### config.mk
export PLATFORM = sky130hd
export DESIGN_NAME = sparce_mem_arbiter_flat
export DESIGN_NICKNAME = d
export VERILOG_FILES = /design/src/rtl/sparce_mem_arbiter_pkg.sv /design/src/rtl/sparce_mem_arbiter_if.sv /design/src/rtl/sparce_mem_arbiter_rr_arbiter.sv /design/src/rtl/sparce_mem_arbiter.sv /design/src/flat_wrapper.sv
export SDC_FILE = /design/constraint.sdc
export NUM_CORES = 1
export LEC_CHECK = 0
export ABC_AREA = 1
export BUFFER_PORTS_ARGS = -buffer_cell sky130_fd_sc_hd__buf_2
export CAP_MARGIN = 30
export CORE_MARGIN = 10
export CORE_UTILIZATION = 49
export CTS_CLUSTER_SIZE = 40
export DETAILED_ROUTE_END_ITERATION = 12
export PLACE_DENSITY_LB_ADDON = 0.2
export SLEW_MARGIN = 20
export SYNTH_ARGS = -nofsm -noshare
export SYNTH_HDL_FRONTEND = slang
export SYNTH_HIERARCHICAL = 1
export SYNTH_SLANG_ARGS = --single-unit
export TNS_END_PERCENT = 20
### constraint.sdc
create_clock -name clk -period 6.46 [get_ports clk]
set_input_delay 0 -clock clk [delete_from_list [all_inputs] [get_ports clk]]
set_output_delay 0 -clock clk [all_outputs]
set_load 0.02 [all_outputs]
### src/rtl/sparce_mem_arbiter_pkg.sv
`default_nettype none
// ============================================================================
//  Module      : sparce_mem_arbiter_pkg
//  Description : Shared types and constants for the sparceMem request
//                arbiter. Provides the default bus widths, the memory opcode
//                and the arbiter state encoding.
//  Revision    : 1.0 - initial release
// ============================================================================
package sparce_mem_arbiter_pkg;

    localparam int ADDR_WIDTH      = 32;
    localparam int DATA_WIDTH      = 32;
    localparam int DEFAULT_NUM_REQ = 3;

    typedef enum logic [0:0] {
        MEM_READ  = 1'b0,
        MEM_WRITE = 1'b1
    } mem_op_e;

    typedef enum logic [1:0] {
        IDLE  = 2'd0,
        ISSUE = 2'd1,
        WAIT  = 2'd2,
        RESP  = 2'd3
    } arb_state_e;

endpackage
`default_nettype wire

### src/rtl/sparce_mem_arbiter_if.sv
`default_nettype none
// ============================================================================
//  Module      : sparce_mem_arbiter_if
//  Description : sparceMem request/response bus.
//                master : drives mem_valid/mem_addr/mem_wdata/mem_op,
//                         receives mem_ready/mem_rsp_valid/mem_rdata.
//                slave  : the memory side of the same bus.
//  Revision    : 1.0 - initial release
// ============================================================================
interface sparce_mem_arbiter_if
    import sparce_mem_arbiter_pkg::*;
#(
    parameter int ADDR_W = ADDR_WIDTH,
    parameter int DATA_W = DATA_WIDTH
) ();

    logic              mem_valid;
    logic              mem_ready;
    logic [ADDR_W-1:0] mem_addr;
    logic [DATA_W-1:0] mem_wdata;
    mem_op_e           mem_op;
    logic              mem_rsp_valid;
    logic [DATA_W-1:0] mem_rdata;

    modport master (
        output mem_valid, mem_addr, mem_wdata, mem_op,
        input  mem_ready, mem_rsp_valid, mem_rdata
    );

    modport slave (
        input  mem_valid, mem_addr, mem_wdata, mem_op,
        output mem_ready, mem_rsp_valid, mem_rdata
    );

endinterface
`default_nettype wire

### src/rtl/sparce_mem_arbiter_rr_arbiter.sv
`default_nettype none
// ============================================================================
//  Module      : rr_arbiter
//  Description : Combinational round-robin grant. Scans the request vector
//                starting one position after the last grant (wrapping), so
//                the most recently served requester has lowest priority.
//  Ports       : i_req        - request vector
//                i_last_grant - index of the previously granted requester
//                o_grant      - one-hot grant (all zero when no request)
//                o_grant_idx  - index of the granted requester
//                o_any        - at least one request present
//  Revision    : 1.0 - initial release
// ============================================================================
module rr_arbiter #(
    parameter int NUM_REQ = 3,
    parameter int IDX_W   = $clog2(NUM_REQ)
) (
    input  wire logic [NUM_REQ-1:0] i_req,
    input  wire logic [IDX_W-1:0]   i_last_grant,
    output logic      [NUM_REQ-1:0] o_grant,
    output logic      [IDX_W-1:0]   o_grant_idx,
    output logic                    o_any
);

    always_comb begin
        int               w_pos;
        logic [IDX_W-1:0] w_sel;
        o_grant     = '0;
        o_grant_idx = '0;
        o_any       = 1'b0;
        w_pos       = 0;
        w_sel       = '0;
        // Offset 1..NUM_REQ from last grant; offset NUM_REQ revisits the
        // last winner itself, which therefore comes last.
        for (int i = 1; i <= NUM_REQ; i++) begin
            w_pos = (int'(i_last_grant) + i) % NUM_REQ;
            w_sel = IDX_W'(w_pos);
            if (!o_any && i_req[w_sel]) begin
                o_any          = 1'b1;
                o_grant[w_sel] = 1'b1;
                o_grant_idx    = w_sel;
            end
        end
    end

endmodule
`default_nettype wire

### src/rtl/sparce_mem_arbiter.sv
`default_nettype none
// ============================================================================
//  Module      : sparce_mem_arbiter
//  Description : Round-robin arbiter/sequencer sharing one sparceMem request
//                port among NUM_REQ requesters, one transaction in flight.
//                Flow: IDLE (grant+latch) -> ISSUE (mem_valid until ready)
//                -> WAIT (for mem_rsp_valid) -> RESP (one-cycle rsp_valid).
//  Ports       : clk, nrst (synchronous, active low)
//                req_valid/req_ready/req_addr/req_wdata/req_op - requesters,
//                    fields packed with requester i in slice i
//                rsp_valid/rsp_data/rsp_err - response back to the grantee
//                mem - sparceMem bus, master side
//  Options     : SPARCE_ARB_TIMEOUT_EN - when defined, WAIT gives up after
//                TIMEOUT_CYCLES cycles and answers with rsp_err=1, data 0.
//  Revision    : 1.0 - initial release
// ============================================================================
module sparce_mem_arbiter
    import sparce_mem_arbiter_pkg::*;
#(
    parameter int NUM_REQ        = DEFAULT_NUM_REQ,
    parameter int ADDR_W         = ADDR_WIDTH,
    parameter int DATA_W         = DATA_WIDTH,
    parameter int TIMEOUT_CYCLES = 64
) (
    input  wire logic                          clk,
    input  wire logic                          nrst,
    input  wire logic [NUM_REQ-1:0]            req_valid,
    output logic      [NUM_REQ-1:0]            req_ready,
    input  wire logic [NUM_REQ*ADDR_W-1:0]     req_addr,
    input  wire logic [NUM_REQ*DATA_W-1:0]     req_wdata,
    input  wire logic [NUM_REQ*$bits(mem_op_e)-1:0] req_op,
    output logic      [NUM_REQ-1:0]            rsp_valid,
    output logic      [DATA_W-1:0]             rsp_data,
    output logic                               rsp_err,
    sparce_mem_arbiter_if.master               mem
);

    localparam int c_idx_w = $clog2(NUM_REQ);
    localparam int c_op_w  = $bits(mem_op_e);

    if (NUM_REQ < 2 || NUM_REQ > 8) begin : g_bad_num_req
        $error("sparce_mem_arbiter: NUM_REQ must be in 2..8");
    end
    if (TIMEOUT_CYCLES < 2) begin : g_bad_timeout
        $error("sparce_mem_arbiter: TIMEOUT_CYCLES must be at least 2");
    end

    arb_state_e          r_state;
    arb_state_e          w_state_next;
    logic [c_idx_w-1:0]  r_last_grant;  // also the owner of the in-flight request
    logic [ADDR_W-1:0]   r_addr;
    logic [DATA_W-1:0]   r_wdata;
    mem_op_e             r_op;
    logic [DATA_W-1:0]   r_rsp_data;

    logic [NUM_REQ-1:0]  w_grant;
    logic [c_idx_w-1:0]  w_grant_idx;
    logic                w_any;

    logic [ADDR_W-1:0]   w_addr_arr  [NUM_REQ];
    logic [DATA_W-1:0]   w_wdata_arr [NUM_REQ];
    mem_op_e             w_op_arr    [NUM_REQ];

    for (genvar gi = 0; gi < NUM_REQ; gi++) begin : g_unpack
        assign w_addr_arr[gi]  = req_addr[gi*ADDR_W +: ADDR_W];
        assign w_wdata_arr[gi] = req_wdata[gi*DATA_W +: DATA_W];
        assign w_op_arr[gi]    = mem_op_e'(req_op[gi*c_op_w +: c_op_w]);
    end

    rr_arbiter #(
        .NUM_REQ (NUM_REQ),
        .IDX_W   (c_idx_w)
    ) u_rr_arbiter (
        .i_req        (req_valid),
        .i_last_grant (r_last_grant),
        .o_grant      (w_grant),
        .o_grant_idx  (w_grant_idx),
        .o_any        (w_any)
    );

`ifdef SPARCE_ARB_TIMEOUT_EN
    localparam int c_cnt_w = $clog2(TIMEOUT_CYCLES + 1);
    logic [c_cnt_w-1:0] r_wait_cnt;
    logic               r_rsp_err;
    logic               w_timeout;
    assign w_timeout = (r_wait_cnt == c_cnt_w'(TIMEOUT_CYCLES - 1));
`endif

    always_comb begin
        w_state_next = r_state;
        case (r_state)
            IDLE:  if (w_any) w_state_next = ISSUE;
            // mem_rsp_valid is deliberately not looked at before WAIT.
            ISSUE: if (mem.mem_ready) w_state_next = WAIT;
            WAIT: begin
                if (mem.mem_rsp_valid) w_state_next = RESP;
`ifdef SPARCE_ARB_TIMEOUT_EN
                else if (w_timeout) w_state_next = RESP;
`endif
            end
            RESP:    w_state_next = IDLE;
            default: w_state_next = IDLE;
        endcase
    end

    always_ff @(posedge clk) begin
        if (!nrst) begin
            r_state      <= IDLE;
            r_last_grant <= c_idx_w'(NUM_REQ - 1);
            r_addr       <= '0;
            r_wdata      <= '0;
            r_op         <= MEM_READ;
            r_rsp_data   <= '0;
`ifdef SPARCE_ARB_TIMEOUT_EN
            r_wait_cnt   <= '0;
            r_rsp_err    <= 1'b0;
`endif
        end else begin
            r_state <= w_state_next;
            if (r_state == IDLE && w_any) begin
                r_last_grant <= w_grant_idx;
                r_addr       <= w_addr_arr[w_grant_idx];
                r_wdata      <= w_wdata_arr[w_grant_idx];
                r_op         <= w_op_arr[w_grant_idx];
            end
            if (r_state == WAIT && mem.mem_rsp_valid) begin
                // Writes carry no read data back to the requester.
                r_rsp_data <= (r_op == MEM_READ) ? mem.mem_rdata : '0;
`ifdef SPARCE_ARB_TIMEOUT_EN
                r_rsp_err  <= 1'b0;
            end else if (r_state == WAIT && w_timeout) begin
                r_rsp_data <= '0;
                r_rsp_err  <= 1'b1;
`endif
            end
`ifdef SPARCE_ARB_TIMEOUT_EN
            if (r_state == ISSUE) r_wait_cnt <= '0;
            else if (r_state == WAIT) r_wait_cnt <= r_wait_cnt + 1'b1;
`endif
        end
    end

    // Gated by nrst so every output reads zero while reset is held.
    assign req_ready = (r_state == IDLE && nrst) ? w_grant : '0;

    always_comb begin
        rsp_valid = '0;
        if (r_state == RESP) rsp_valid[r_last_grant] = 1'b1;
    end

    assign rsp_data       = r_rsp_data;
`ifdef SPARCE_ARB_TIMEOUT_EN
    assign rsp_err        = (r_state == RESP) && r_rsp_err;
`else
    assign rsp_err        = 1'b0;
`endif
    assign mem.mem_valid  = (r_state == ISSUE);
    assign mem.mem_addr   = r_addr;
    assign mem.mem_wdata  = r_wdata;
    assign mem.mem_op     = r_op;

endmodule
`default_nettype wire

### src/flat_wrapper.sv
// flat-port wrapper written by rule: the top's interface ports become plain ports
module sparce_mem_arbiter_flat import sparce_mem_arbiter_pkg::*;
#(
    parameter int NUM_REQ        = DEFAULT_NUM_REQ,
    parameter int ADDR_W         = ADDR_WIDTH,
    parameter int DATA_W         = DATA_WIDTH,
    parameter int TIMEOUT_CYCLES = 64
)
  (clk, nrst, req_valid, req_ready, req_addr, req_wdata, req_op, rsp_valid, rsp_data, rsp_err, mem_mem_valid, mem_mem_addr, mem_mem_wdata, mem_mem_op, mem_mem_ready, mem_mem_rsp_valid, mem_mem_rdata);
  sparce_mem_arbiter_if #(.ADDR_W(ADDR_W), .DATA_W(DATA_W)) mem_i ();
  input  wire logic clk;
  input  wire logic nrst;
  input  wire logic [NUM_REQ-1:0] req_valid;
  output logic      [NUM_REQ-1:0] req_ready;
  input  wire logic [NUM_REQ*ADDR_W-1:0] req_addr;
  input  wire logic [NUM_REQ*DATA_W-1:0] req_wdata;
  input  wire logic [NUM_REQ*$bits(mem_op_e)-1:0] req_op;
  output logic      [NUM_REQ-1:0] rsp_valid;
  output logic      [DATA_W-1:0] rsp_data;
  output logic rsp_err;
  output wire logic [$bits(mem_i.mem_valid)-1:0] mem_mem_valid;
  output wire logic [$bits(mem_i.mem_addr)-1:0] mem_mem_addr;
  output wire logic [$bits(mem_i.mem_wdata)-1:0] mem_mem_wdata;
  output wire logic [$bits(mem_i.mem_op)-1:0] mem_mem_op;
  input wire logic [$bits(mem_i.mem_ready)-1:0] mem_mem_ready;
  input wire logic [$bits(mem_i.mem_rsp_valid)-1:0] mem_mem_rsp_valid;
  input wire logic [$bits(mem_i.mem_rdata)-1:0] mem_mem_rdata;
  assign mem_mem_valid = mem_i.mem_valid;
  assign mem_mem_addr = mem_i.mem_addr;
  assign mem_mem_wdata = mem_i.mem_wdata;
  assign mem_mem_op = mem_i.mem_op;
  assign mem_i.mem_ready = mem_mem_ready;
  assign mem_i.mem_rsp_valid = mem_mem_rsp_valid;
  assign mem_i.mem_rdata = mem_mem_rdata;
  sparce_mem_arbiter #(.NUM_REQ(NUM_REQ), .ADDR_W(ADDR_W), .DATA_W(DATA_W), .TIMEOUT_CYCLES(TIMEOUT_CYCLES)) u_core (.clk(clk), .nrst(nrst), .req_valid(req_valid), .req_ready(req_ready), .req_addr(req_addr), .req_wdata(req_wdata), .req_op(req_op), .rsp_valid(rsp_valid), .rsp_data(rsp_data), .rsp_err(rsp_err), .mem(mem_i));
endmodule
# Word level (Yosys, flattened, before mapping)
# Index checks and enable logic that the tools add are counted.
[word_totals] elab_cells=82 register_bits=101 out_inout_bits=105 inputBits=234
[op_classes] n_lt_le_gt_ge=9 reduce_logical=13 addsub=3 bitwise=3 n_mux=39 n_eq_ne=6 div_mod_pow=3
[op_table] cell="32-bit 2-to-1 mux" n=5
[op_table] cell="32-bit binary-select mux with 2-bit select" n=2
[op_table] cell="32-bit by 3-bit modulo with 32-bit output, second input constant" n=3
[op_table] cell="3-bit 2-to-1 mux" n=5
[op_table] cell="2-bit by 3-bit less-than comparator with 1-bit output, second input constant" n=4
[op_table] cell="1-bit 2-to-1 mux" n=12
[op_table] cell="2-bit 2-to-1 mux" n=6
[op_table] cell="1-bit logical AND" n=9
[op_table] cell="1-bit binary-select mux with 2-bit select" n=4
[op_table] cell="1-bit demux with 2-bit select" n=4
[op_table] cell="2-bit by 1-bit >= comparator with 1-bit output, second input constant" n=4
[op_table] cell="2-bit case mux with 4 select lines" n=1
[op_table] cell="2-bit by 2-bit adder with 3-bit output, second input constant" n=2
[op_table] cell="3-bit OR" n=2
[op_table] cell="2-bit == test, second input constant" n=2
[op_table] cell="2-bit by 1-bit inequality test with 1-bit output, second input constant" n=2
[op_table] cell="2-bit by 1-bit adder with 3-bit output, second input constant" n=1
[op_table] cell="3-bit >= comparator, second input constant" n=1
[op_table] cell="2-bit inverter with 3-bit output" n=1
[op_table] cell="3-bit AND reduction" n=1
[op_table] cell="2-bit by 1-bit == test with 1-bit output, second input constant" n=1
[op_table] cell="1-bit zero test" n=2
[op_table] cell="2-bit zero test" n=1
[op_table] cell="2-bit inequality test, second input constant" n=1

# Depth between registers and ports, before layout
[logic_depth] word_depth=15 mapped_depth=19 ltp_nobuf=16

# By module
# The synthesis kept the hierarchy.
[modules_own_cells] mod="sparce_mem_arbiter" area_each_um2=5718.0 cells_per_inst=833 seq_area_each_um2=2021.9 n_inst=1
[modules_own_cells] mod="rr_arbiter" area_each_um2=329.1 cells_per_inst=64 seq_area_each_um2=0.0 n_inst=1

# Worst setup path before layout
# Ideal clock, no wire load.
[synth_timing] kind="register -> register" startpoint="reg u_core.r_last_grant[0]" endpoint="reg u_core.r_wdata[10], in the netlist u_core/mem.mem_wdata[10]" slack_ps=4245 stages_incl_launch_ff=14 arrival_time_ps=2093 required_ps=6338 setup_ps=122 path_buffers=3 period_less_slack_ps=2215 path_cell_list="dfxtp_1 > inv_1 > ha_1 > o21ai_0 > nand2_2 > nand2_2 > clkinv_2 > nand3_1 > nand2_1 > buf_6 > buf_6 > buf_2 > o211ai_1 > a21oi_2"
[synth_between] elab_chain_len=15 elab_cells_between_ends=27 classes_between="add/sub (3); div (3); mux (15); bitwise (1); reduce/logical (5)"
[synth_rtl] element="from (decl)" line_no="sparce_mem_arbiter.sv:50" source="logic [c_idx_w-1:0] r_last_grant;"
[synth_rtl] element="from (signal assigned)" line_no="sparce_mem_arbiter.sv:109" source="r_last_grant <= c_idx_w'(NUM_REQ - 1);"
[synth_rtl] element="from (signal assigned)" line_no="sparce_mem_arbiter.sv:121" source="r_last_grant <= w_grant_idx;"
[synth_rtl] element="2-bit by 1-bit adder with 3-bit output" line_no="sparce_mem_arbiter_rr_arbiter.sv:36" source="w_pos = (int'(i_last_grant) + i) % NUM_REQ;"
[synth_rtl] element="32-bit by 3-bit modulo with 32-bit output" line_no="sparce_mem_arbiter_rr_arbiter.sv:36"
[synth_rtl] element="1-bit binary-select mux with 2-bit select" line_no="sparce_mem_arbiter_rr_arbiter.sv:38" source="if (!o_any && i_req[w_sel]) begin"
[synth_rtl] element="1-bit 2-to-1 mux (implied by the code)" line_no="sparce_mem_arbiter_rr_arbiter.sv:38"
[synth_rtl] element="1-bit 2-to-1 mux" line_no="sparce_mem_arbiter_rr_arbiter.sv:38"
[synth_rtl] element="1-bit zero test" line_no="sparce_mem_arbiter_rr_arbiter.sv:38"
[synth_rtl] element="1-bit logical AND" line_no="sparce_mem_arbiter_rr_arbiter.sv:38"
[synth_rtl] element="1-bit 2-to-1 mux" line_no="sparce_mem_arbiter_rr_arbiter.sv:38"
[synth_rtl] element="1-bit zero test" line_no="sparce_mem_arbiter_rr_arbiter.sv:38"
[synth_rtl] element="1-bit logical AND" line_no="sparce_mem_arbiter_rr_arbiter.sv:38"
[synth_rtl] element="2-bit 2-to-1 mux *" line_no="sparce_mem_arbiter_rr_arbiter.sv:38"
[synth_rtl] element="named net u_core.w_grant_idx[0]" line_no="sparce_mem_arbiter.sv:57" source="logic [c_idx_w-1:0] w_grant_idx;"
[synth_rtl] element="2-bit inverter with 3-bit output (implied by the code) *" line_no="sparce_mem_arbiter.sv:123" source="r_wdata <= w_wdata_arr[w_grant_idx];"
[synth_rtl] element="32-bit binary-select mux with 2-bit select *" line_no="sparce_mem_arbiter.sv:123"
[synth_rtl] element="32-bit 2-to-1 mux (implied by the code) * (2 in series)" line_no="sparce_mem_arbiter.sv:123"
[synth_rtl] element="to (signal assigned)" line_no="sparce_mem_arbiter.sv:123"
[synth_rtl] element="to (decl)" line_no="sparce_mem_arbiter.sv:52" source="logic [DATA_W-1:0] r_wdata;"
# Mark *: on every way through the listed nets, which the timed path passes. The rest lies on a longest branch. The select of a mux whose other input is x is not followed.
# A chain may end at the register's enable or synchronous reset.

# Final worst setup path
[layout_timing] startpoint="reg u_core.r_last_grant[0]" endpoint="reg u_core.r_wdata[23], in the netlist u_core/mem.mem_wdata[23]"
# Same word-level chain as after synthesis.

==> impl_metrics.py <==
metrics = {
    "clocking": {
        "post_cts_resized": 0,
        "post-cts-setup-buffers": 0,
        "htreeDepth": 3,
        "clock_latency_ns": 0.36,
        "numCtsBuffers": 9,
        "clk_pin_slew_ns": 0.07,
        "hold_buffers": 173,
        "cts_root_buf": "clkbuf_16",
        "cts.sinks": 101,
        "clockBufferDepth": 2,
        "cts_tree": "yes",
    },
    "yosys": {
        "yosys.cell_count.top_type": "nand2_1",
        "ys_types": 29,
        "synth_top_cell_area_share": 0.334,
        "syn_inst": 897,
        "synth_top_area_cell": "dfxtp_1",
        "syn_nets": 1139,
        "ys_seq_elements": 101,
        "synth_top_cells_by_count": "196 x nand2_1, 156 x inv_1, 109 x nand3_1",
        "synth_ff_type": "dfxtp_1",
        "syn_area_per_cell_sq_um": 6.74,
        "yosysWarnings": 6,
        "synth_edf_count": 0,
        "synth_area_leaders": "dfxtp_1 33%, nand2_1 12%, inv_1 9.7%, nand3_1 9.0%, o211ai_1 8.2%",
        "netlist_area_sq_um": 6050,
        "synth-seq-area-share": 0.334,
        "async_flop_share": 0,
    },
    "worst_setup_path": {
        "timing.rr.end": "u_core/mem.mem_wdata[23]",
        "r2r_setup_slack_ns": 1.81,
        "cp_cell_sequence": "inv_1 -> ha_1 -> o21ai_0 -> nand2_2 -> inv_1 -> nand2_1 -> nand2_1 -> inv_1 -> nand2_2 -> buf_4 -> inv_2 -> buf_4 -> o211ai_1 -> dlygate4sd3_1 -> a21oi_2 -> dlygate4sd3_1",
        "critPathCaptureType": "register",
        "start_kind": "register",
        "worstPathArrival_ns": 4.90,
        "crit_path_top_delay_cell": "dlygate4sd3_1",
        "crit_start": "u_core/r_last_grant[0]",
        "max_stage_delay_ns": 0.62,
        "required_ns": 6.71,
        "path_class": "reg -> reg",
        "path_common_cell": "inv_1",
        "reg2reg_from": "u_core/r_last_grant[0]",
        "worstPathMaxFanout": 66,
        "ff2ff_path_depth": 16,
        "crit_end": "u_core/mem.mem_wdata[23]",
    },
    "global_route": {
        "antenna_found_initial": 5,
        "grt_pass1_vias": 7990,
        "grt_usage": 0.303,
        "overflow": 0,
        "grt_first_pass_wirelength_mm": 41.3,
        "grt_max_degree": 84,
    },
    "timing": {
        "finalClockSkew_ns": 0.0106,
        "fin_crit_sh": 0.721,
        "setup_viol": 0,
        "worst_slew_pin_slew_ns": 0.965,
        "fmax_mhz": 215,
        "finalMaxSlewViolations": 0,
        "fin_tns_setup_ns": 0,
        "period_minus_slack_ns": 4.65,
        "finalHoldViolations": 0,
        "rsz0062_at_grt": "false",
        "max_slew_margin": 0.357,
    },
    "drt": {
        "drt_pass1_iterations": 8,
        "routed_wl_mm": 27.8,
        "vias": 8141,
        "drc_errors": 0,
        "vias_per_cell": 5.29,
        "wire_per_inst_microns": 18.1,
        "drt-initial-drc-count": 708,
        "ant_nets": 0,
    },
    "layout": {
        "drive_gt1_frac": 0.301,
        "syn_to_final_growth_pct": 59.9,
        "nNetsFinal": 1600,
        "fillCellCount": 767,
        "fin_cells": 1539,
    },
    "run_status": {
        "status": "finished clean",
    },
    "floorplan": {
        "ios": 339,
        "die_area_sq_um": 17200,
        "die_y_microns": 131,
        "num_rows": 40,
        "die_w_microns": 131,
        "start_util": 0.501,
        "core_sq_um": 12100,
    },
    "hold_path": {
        "hp-class": "in -> reg",
    },
    "placed_design": {
        "place_inst": 1339,
        "hpwlAfterDp_mm": 16.5,
        "port_buffers": 337,
        "gp_congestion": 0.845,
    },
    "power_and_ir_drop": {
        "p_leak_nw": 5.06,
        "ir_drop_v": 0.000325,
        "power-per-cell-area_nw_per_um2": 527,
    },
    "flow_run": {
        "drv_cap": 0,
    },
}
[worst max-delay path: cells and delay by family, from the launching register on]
| kind | cells | cell delay (ns) |
|---|---|---|
| flops | 1 | 0.43 |
| compound gates | 3 | 0.52 |
| simple gates | 4 | 0.30 |
| buf+inv | 8 | 2.76 |
| fa+ha+maj | 1 | 0.41 |
[per-stage QoR]
step           total power [W]  worst slack [ns]   util  cell area [sq um]  hold slack [ns]
2_1_floorplan          0.00333              4.24      -               6050            0.160
3_3_place_gp           0.00367              3.17  0.625               7540            0.273
3_5_place_dp           0.00374              3.07  0.627               7570            0.277
4_1_cts                0.00491              2.01  0.797               9610         0.000426
5_1_grt                0.00546              1.52  0.801               9660           0.0151
6_report               0.00509              1.81  0.802               9670          0.00429
[cell type report]
type                       instances  area, sq um  area share
antenna                            8         20.0     0.00207
clock buffer                      10          239      0.0247
clock inverter                     6         71.3     0.00738
inverter                         160          606      0.0626
multi-input combinational        566         2970       0.307
sequential                       101         2020       0.209
tap                              168          210      0.0217
timing repair buffer             520         3530       0.365
[flip-flops by register name, indices dropped and copies added, names as in the netlist]
name and flops:
u_core/mem.mem_addr 32, u_core/mem.mem_op 1, u_core/mem.mem_wdata 32, u_core/r_last_grant 2, u_core/r_state 2, u_core/rsp_data 32
[power breakdown]
part / total, W / internal [W] / switching [W] / leakage [nW]
Clock: 0.000569 / 0.000314 / 0.000255 / 0.145
Combinational: 0.00360 / 0.00144 / 0.00216 / 4.08
Sequential: 0.000919 / 0.000820 / 0.0000992 / 0.833
Total: 0.00509 / 0.00258 / 0.00252 / 5.06
[cells in the final DEF, fill, tap and decap left out, drive strengths merged]
cell	synthesis	final
a21oi	99	99
a31oi	1	1
buf	50	347
bufinv	0	1
clkbuf	20	10
clkinv	2	4
clkinvlp	0	2
conb	1	1
dfxtp	101	101
diode	0	8
dlygate4sd3	0	173
ha	8	8
inv	158	159
nand2	200	200
nand3	110	110
nor2	9	9
nor3	1	1
nor3b	1	1
o211ai	66	66
o21ai	68	68
o31ai	1	1
or2	1	1
[worst min path at each step]
stage                       from  cells after the start  slack, ns                       to
4_1_cts             req_addr[79]                      5     0.0004  u_core/mem.mem_addr[15]
5_1_grt            req_wdata[73]                      5       0.02  u_core/mem.mem_wdata[9]
3_5_place_dp   mem_mem_rdata[24]                      3       0.28      u_core/rsp_data[24]
6_report            req_addr[83]                      5      0.004  u_core/mem.mem_addr[19]
2_1_floorplan  mem_mem_rdata[10]                      2       0.16      u_core/rsp_data[10]
3_3_place_gp    mem_mem_rdata[0]                      3       0.27       u_core/rsp_data[0]
[routing by layer]
layer / share of wire / wire (microns) / GRT usage
met1: 0.33 / 9310 / 0.310
met3: 0.12 / 3380 / 0.105
met5: 0 / 0 / 0
met4: 0.052 / 1450 / 0.194
met2: 0.49 / 13700 / 0.518
[cell families after synthesis]
group                      count (synthesis)  share of synthesized area
DFF                                      101                      0.334
AOI/OAI and AO/OA                        235                      0.246
adders and majority gates                  8                     0.0166
other                                      1                   0.000620
and+or+nand+nor                          322                      0.226
buffers and inverters                    230                      0.176
Power figures use the tool's default switching activity.
